File: src/rtl/pipe_skid_reg_pkg.sv
// Shared types for the pipe_skid_reg pipeline stage: occupancy state encoding
// and the default statistics counter width.
package pipe_pkg;

  typedef enum logic [1:0] {
    EMPTY = 2'd0,
    ONE   = 2'd1,
    FULL  = 2'd2
  } state_t;

  localparam int STATS_W_DEF = 16;

endpackage

File: src/rtl/pipe_skid_reg_sat_cnt.sv
// Saturating up-counter with synchronous clear; it holds at all-ones
// rather than wrapping.
module pipe_sat_cnt #(
  parameter int W = 16
) (
  input  logic         clk,
  input  logic         i_clr,
  input  logic         i_inc,
  output logic [W-1:0] o_cnt
);

  localparam logic [W-1:0] ONE_W = {{(W-1){1'b0}}, 1'b1};

  logic [W-1:0] r_cnt;

  always_ff @(posedge clk) begin
    if (i_clr) begin
      r_cnt <= '0;
    end else if (i_inc && (r_cnt != '1)) begin
      r_cnt <= r_cnt + ONE_W;
    end
  end

  assign o_cnt = r_cnt;

endmodule

File: src/rtl/pipe_skid_reg.sv
// Pipeline stage register with a valid/ready handshake and a one-entry skid buffer.
// The optional stall/transfer statistics counters are built when PIPE_STATS_EN is defined.
//
//   state | meaning
//   EMPTY | no entry held, out_valid=0, out_data=BUBBLE
//   ONE   | main register valid, skid free
//   FULL  | main and skid valid, upstream held off
module pipe_skid_reg
  import pipe_pkg::*;
#(
  parameter int                DATA_W = 32,
  parameter logic [DATA_W-1:0] BUBBLE = '0
`ifdef PIPE_STATS_EN
  ,parameter int               STATS_W = STATS_W_DEF
`endif
) (
  input  logic              clk,
  input  logic              rst_n,
  input  logic              flush,
  input  logic              in_valid,
  input  logic [DATA_W-1:0] in_data,
  output logic              in_ready,
  output logic              out_valid,
  output logic [DATA_W-1:0] out_data,
  input  logic              out_ready
`ifdef PIPE_STATS_EN
  ,output logic [STATS_W-1:0] stall_cnt
  ,output logic [STATS_W-1:0] xfer_cnt
`endif
);

  state_t            r_state;
  logic [DATA_W-1:0] r_main;
  logic [DATA_W-1:0] r_skid;
  logic              r_in_ready;
  logic              r_out_valid;

  logic w_in_fire;
  logic w_out_fire;

  assign w_in_fire  = in_valid & r_in_ready;
  assign w_out_fire = r_out_valid & out_ready;

  // The rst_n pin is active-high; flush sits below reset and above the handshakes.
  always_ff @(posedge clk) begin
    if (rst_n) begin
      r_state     <= EMPTY;
      r_main      <= BUBBLE;
      r_skid      <= BUBBLE;
      r_in_ready  <= 1'b1;
      r_out_valid <= 1'b0;
    end else if (flush) begin
      r_state     <= EMPTY;
      r_main      <= BUBBLE;
      r_skid      <= BUBBLE;
      r_in_ready  <= 1'b1;
      r_out_valid <= 1'b0;
    end else begin
      case (r_state)
        EMPTY: begin
          if (w_in_fire) begin
            r_main      <= in_data;
            r_state     <= ONE;
            r_out_valid <= 1'b1;
          end
        end
        ONE: begin
          if (w_in_fire && w_out_fire) begin
            r_main <= in_data;
          end else if (w_in_fire) begin
            r_skid     <= in_data;
            r_state    <= FULL;
            r_in_ready <= 1'b0;
          end else if (w_out_fire) begin
            // Returning to BUBBLE keeps out_data clean whenever out_valid is low.
            r_main      <= BUBBLE;
            r_state     <= EMPTY;
            r_out_valid <= 1'b0;
          end
        end
        FULL: begin
          if (w_out_fire) begin
            r_main     <= r_skid;
            r_skid     <= BUBBLE;
            r_state    <= ONE;
            r_in_ready <= 1'b1;
          end
        end
        default: begin
          r_state     <= EMPTY;
          r_main      <= BUBBLE;
          r_skid      <= BUBBLE;
          r_in_ready  <= 1'b1;
          r_out_valid <= 1'b0;
        end
      endcase
    end
  end

  assign in_ready  = r_in_ready;
  assign out_valid = r_out_valid;
  assign out_data  = r_main;

`ifdef PIPE_STATS_EN
  logic w_stall_inc;

  assign w_stall_inc = r_out_valid & ~out_ready;

  // Counters clear on reset only; flush leaves them running.
  pipe_sat_cnt #(.W(STATS_W)) u_stall_cnt (
    .clk   (clk),
    .i_clr (rst_n),
    .i_inc (w_stall_inc),
    .o_cnt (stall_cnt)
  );

  pipe_sat_cnt #(.W(STATS_W)) u_xfer_cnt (
    .clk   (clk),
    .i_clr (rst_n),
    .i_inc (w_out_fire),
    .o_cnt (xfer_cnt)
  );
`endif

endmodule
File: config.mk
export PLATFORM = sky130hd
export DESIGN_NAME = pipe_skid_reg
export DESIGN_NICKNAME = d
export VERILOG_FILES = /design/src/rtl/pipe_skid_reg_pkg.sv /design/src/rtl/pipe_skid_reg_sat_cnt.sv /design/src/rtl/pipe_skid_reg.sv
export SDC_FILE = /design/constraint.sdc
export NUM_CORES = 1
export LEC_CHECK = 0
export ABC_AREA = 1
export CAP_MARGIN = 20
export CORE_MARGIN = 4
export CORE_UTILIZATION = 50
export CTS_CLUSTER_DIAMETER = 30
export DETAILED_ROUTE_END_ITERATION = 6
export PLACE_DENSITY = 0.77
export SLEW_MARGIN = 15
export SYNTH_ARGS = -nofsm -noshare
export SYNTH_HDL_FRONTEND = slang
export SYNTH_SLANG_ARGS = --single-unit
File: constraint.sdc
create_clock -name clk -period 1.7 [get_ports clk]
set_input_delay 0.34 -clock clk [delete_from_list [all_inputs] [get_ports clk]]
set_output_delay 0.34 -clock clk [all_outputs]
set_load 0.03 [all_outputs]
==> run metrics <==
main combinational cell family by area after synthesis simple AND/OR/NAND/NOR gates; total iterations of the first detailed-routing run 5; peak supply drop 0.444 mV; crit-path most repeated cell nand2_1; first-pass GRT wire length 16,700 um; Vias 3,990; num rows 31; Worst Path Arrival 1780 ps; Critical-path top delay cell clkdlybuf4s50_1; initial core utilization 51.6%; worst relative slew slack 78.4%; Root Driver clkbuf_8; status finished clean; H-tree depth 3; Top FF cell, synth dfxtp_1; post-route ant nets 0; vias in the first global route 3,683; hpwl dp 6690 um; CTS clk-pin slew, worst paths 70 ps; CTS tree yes; RSZ-0062 raised after global routing no; Clk Latency, worst-skew pair 340 ps; DRC 0; Total Nets Final 763; synthesized instance count 656; flip-flop and latch count after synthesis 68; Final Hold Vio Count 0; max_cap viols 0; Post-Syn Area 3750 um2; XOR/XNOR Fraction of Synth Area 0%; synth unique cells 18; Layout Utilization 66.7%; share of layout cells above drive strength 1 6.84%; Final period util 90.8%; Pwr Density 728 nW/um2; nature of the critical path endpoint flip-flop; CP Cell Sequence clkdlybuf4s50_1 > nand2_1 > nor2_2 > nand2_1 > nand3_2 > buf_12 > nand2_1 > nand2_1 > nor2_1; post-synth top area share 36.3%; post-CTS setup buffers 0; number of flops mapped to enable cells by yosys 0; setup TNS 0 ps; Setup CP Type input pin to flip-flop; Fmax achieved 648 MHz; Final Power 3520 uW; final WL 9860 um; min Tclk post-route 1540 ps; Avg Cell Area, Syn 5.71 um2; post-synthesis simple-gate area fraction 43.9%; Ant. Diodes 0; Clock Skew 8.31 ps; Num Clock Sinks 68; Vias/cell 4.81; largest net degree at the start of global routing 41; DRT iter0 DRCs 196; Final Setup Violations 0; Hold-fix buffers, CTS 0; register area share after synthesis 36.3%; antenna violations before repair 0; core box area 7250 um2; post-DR wirelength/cell 11.9 um; clk buf depth 2; most frequent cell after synthesis nand2_1; hold crit path type flip-flop to flip-flop; RD Place Congestion 0.843; r2r setup slk 230 ps; synth top area cells dfxtp_1 36%, nand2_1 27%, inv_1 9.9%; CP Max Fanout 40; area growth from synthesis to layout 29.1%; final slew viol count 0; Adder-Cell Fraction of Synth Area 0%; Post-synth top cells 268 x nand2_1, 99 x inv_1, 81 x nor2_1; mux contribution to synthesized area 0%; gr usage total 23.5%; Yosys top cell by area dfxtp_1; Syn Nets 693; Synth Area in Compound Gates 5.01%; crit path buf inv count 2; GRT Residual Overflow 0; Worst Max-Slew Pin Slew 324 ps; Leak Pwr 0.00291 uW; Die Wd 94.6 um; number of buffers added on ports 70; Top delay family on crit path simple AND/OR/NAND/NOR gates; DIE AREA 8940 um2; Inserted Clock Buffers 9; io pins 71; synth warn 0; Die Ht 94.6 um; Worst Setup Start Kind input pin; max incr delay on CP 460 ps; Worst Path Required 1940 ps; asr flop ratio synth 0%
[state kept, by name, summed over array words and instances, names as in the netlist]
signal and count:
r_state 2, out_valid 1, out_data 32, r_skid 32, in_ready 1
[cells by family after synthesis]
logic type / after synthesis
AND/OR/NAND/NOR: 411
buffers and inverters: 140
flip-flops: 68
AO/OA/AOI/OAI: 37
[layout by cell type (no fill, tap or decap), drive strengths merged]
cell type and n:
nand2 270, dlymetal6s2s 24, clkdlybuf4s50 36, dlygate4sd2 10, o21bai 1, o21ai 1, clkinv 6, dfxtp 68
inv 102, nand3 47, nor2 84, clkbuf 11, a21oi 35, buf 26, nand4 10
[power by group]
| group | internal, uW | leakage, uW | total [uW] | switching, uW |
|---|---|---|---|---|
| clock | 523 | 0.0000868 | 1150 | 622 |
| sequential | 1640 | 0.000551 | 1670 | 25.7 |
| combinational | 279 | 0.00227 | 707 | 427 |
| total | 2440 | 0.00291 | 3520 | 1080 |
[layer usage]
| metal | wire, um | GRT usage, % | up-vias |
|---|---|---|---|
| met2 | 4560 | 37.3 | 140 |
| met3 | 657 | 4.46 | 25 |
| met4 | 301 | 11.1 | 0 |
| met5 | 0 | 0 | - |
| met1 | 4340 | 30.7 | 1739 |
| li1 | - | - | 2086 |
[stage by stage]
step | area, um2 | instances | hold WS (ps) | setup WS (ps)
2_1_floorplan | 3750 | 656 | 486 | 112
4_1_cts | 4770 | 830 | 467 | 1.96
3_3_place_gp | 4630 | 814 | 452 | -107
5_1_grt | 4830 | 830 | 483 | 75.0
3_5_place_dp | 4630 | 814 | 456 | -156
6_report | 4830 | 830 | 460 | 157
[timing repair]
item,4_1_cts,5_1_grt
setup endpoints to repair,10,24
gates cloned,0,0
endpoints found under the hold margin,0,0
resized for setup,10,24
[cell type report]
type	count	area, um2
inverters	103	387
clock buffers	11	131
clock inverters	5	28.8
fillers	718	2420
multi-input cells	448	1830
repair buffers	96	968
flip-flops and latches	68	1360
well taps	99	124
[worst min-delay path, stage by stage, from the launching register on]
cell	delay, ps
dfxtp_1	310
nand2_1	60
a21oi_1	50
[worst paths after layout]
check / from / to / depth (start not counted)
max: out_ready / r_skid[0] / 9
min: out_data[28] / out_data[28] / 2
max reg2reg: out_valid / r_skid[0] / 8
min reg2reg: out_data[28] / out_data[28] / 2
Power figures use the tool's default switching activity.
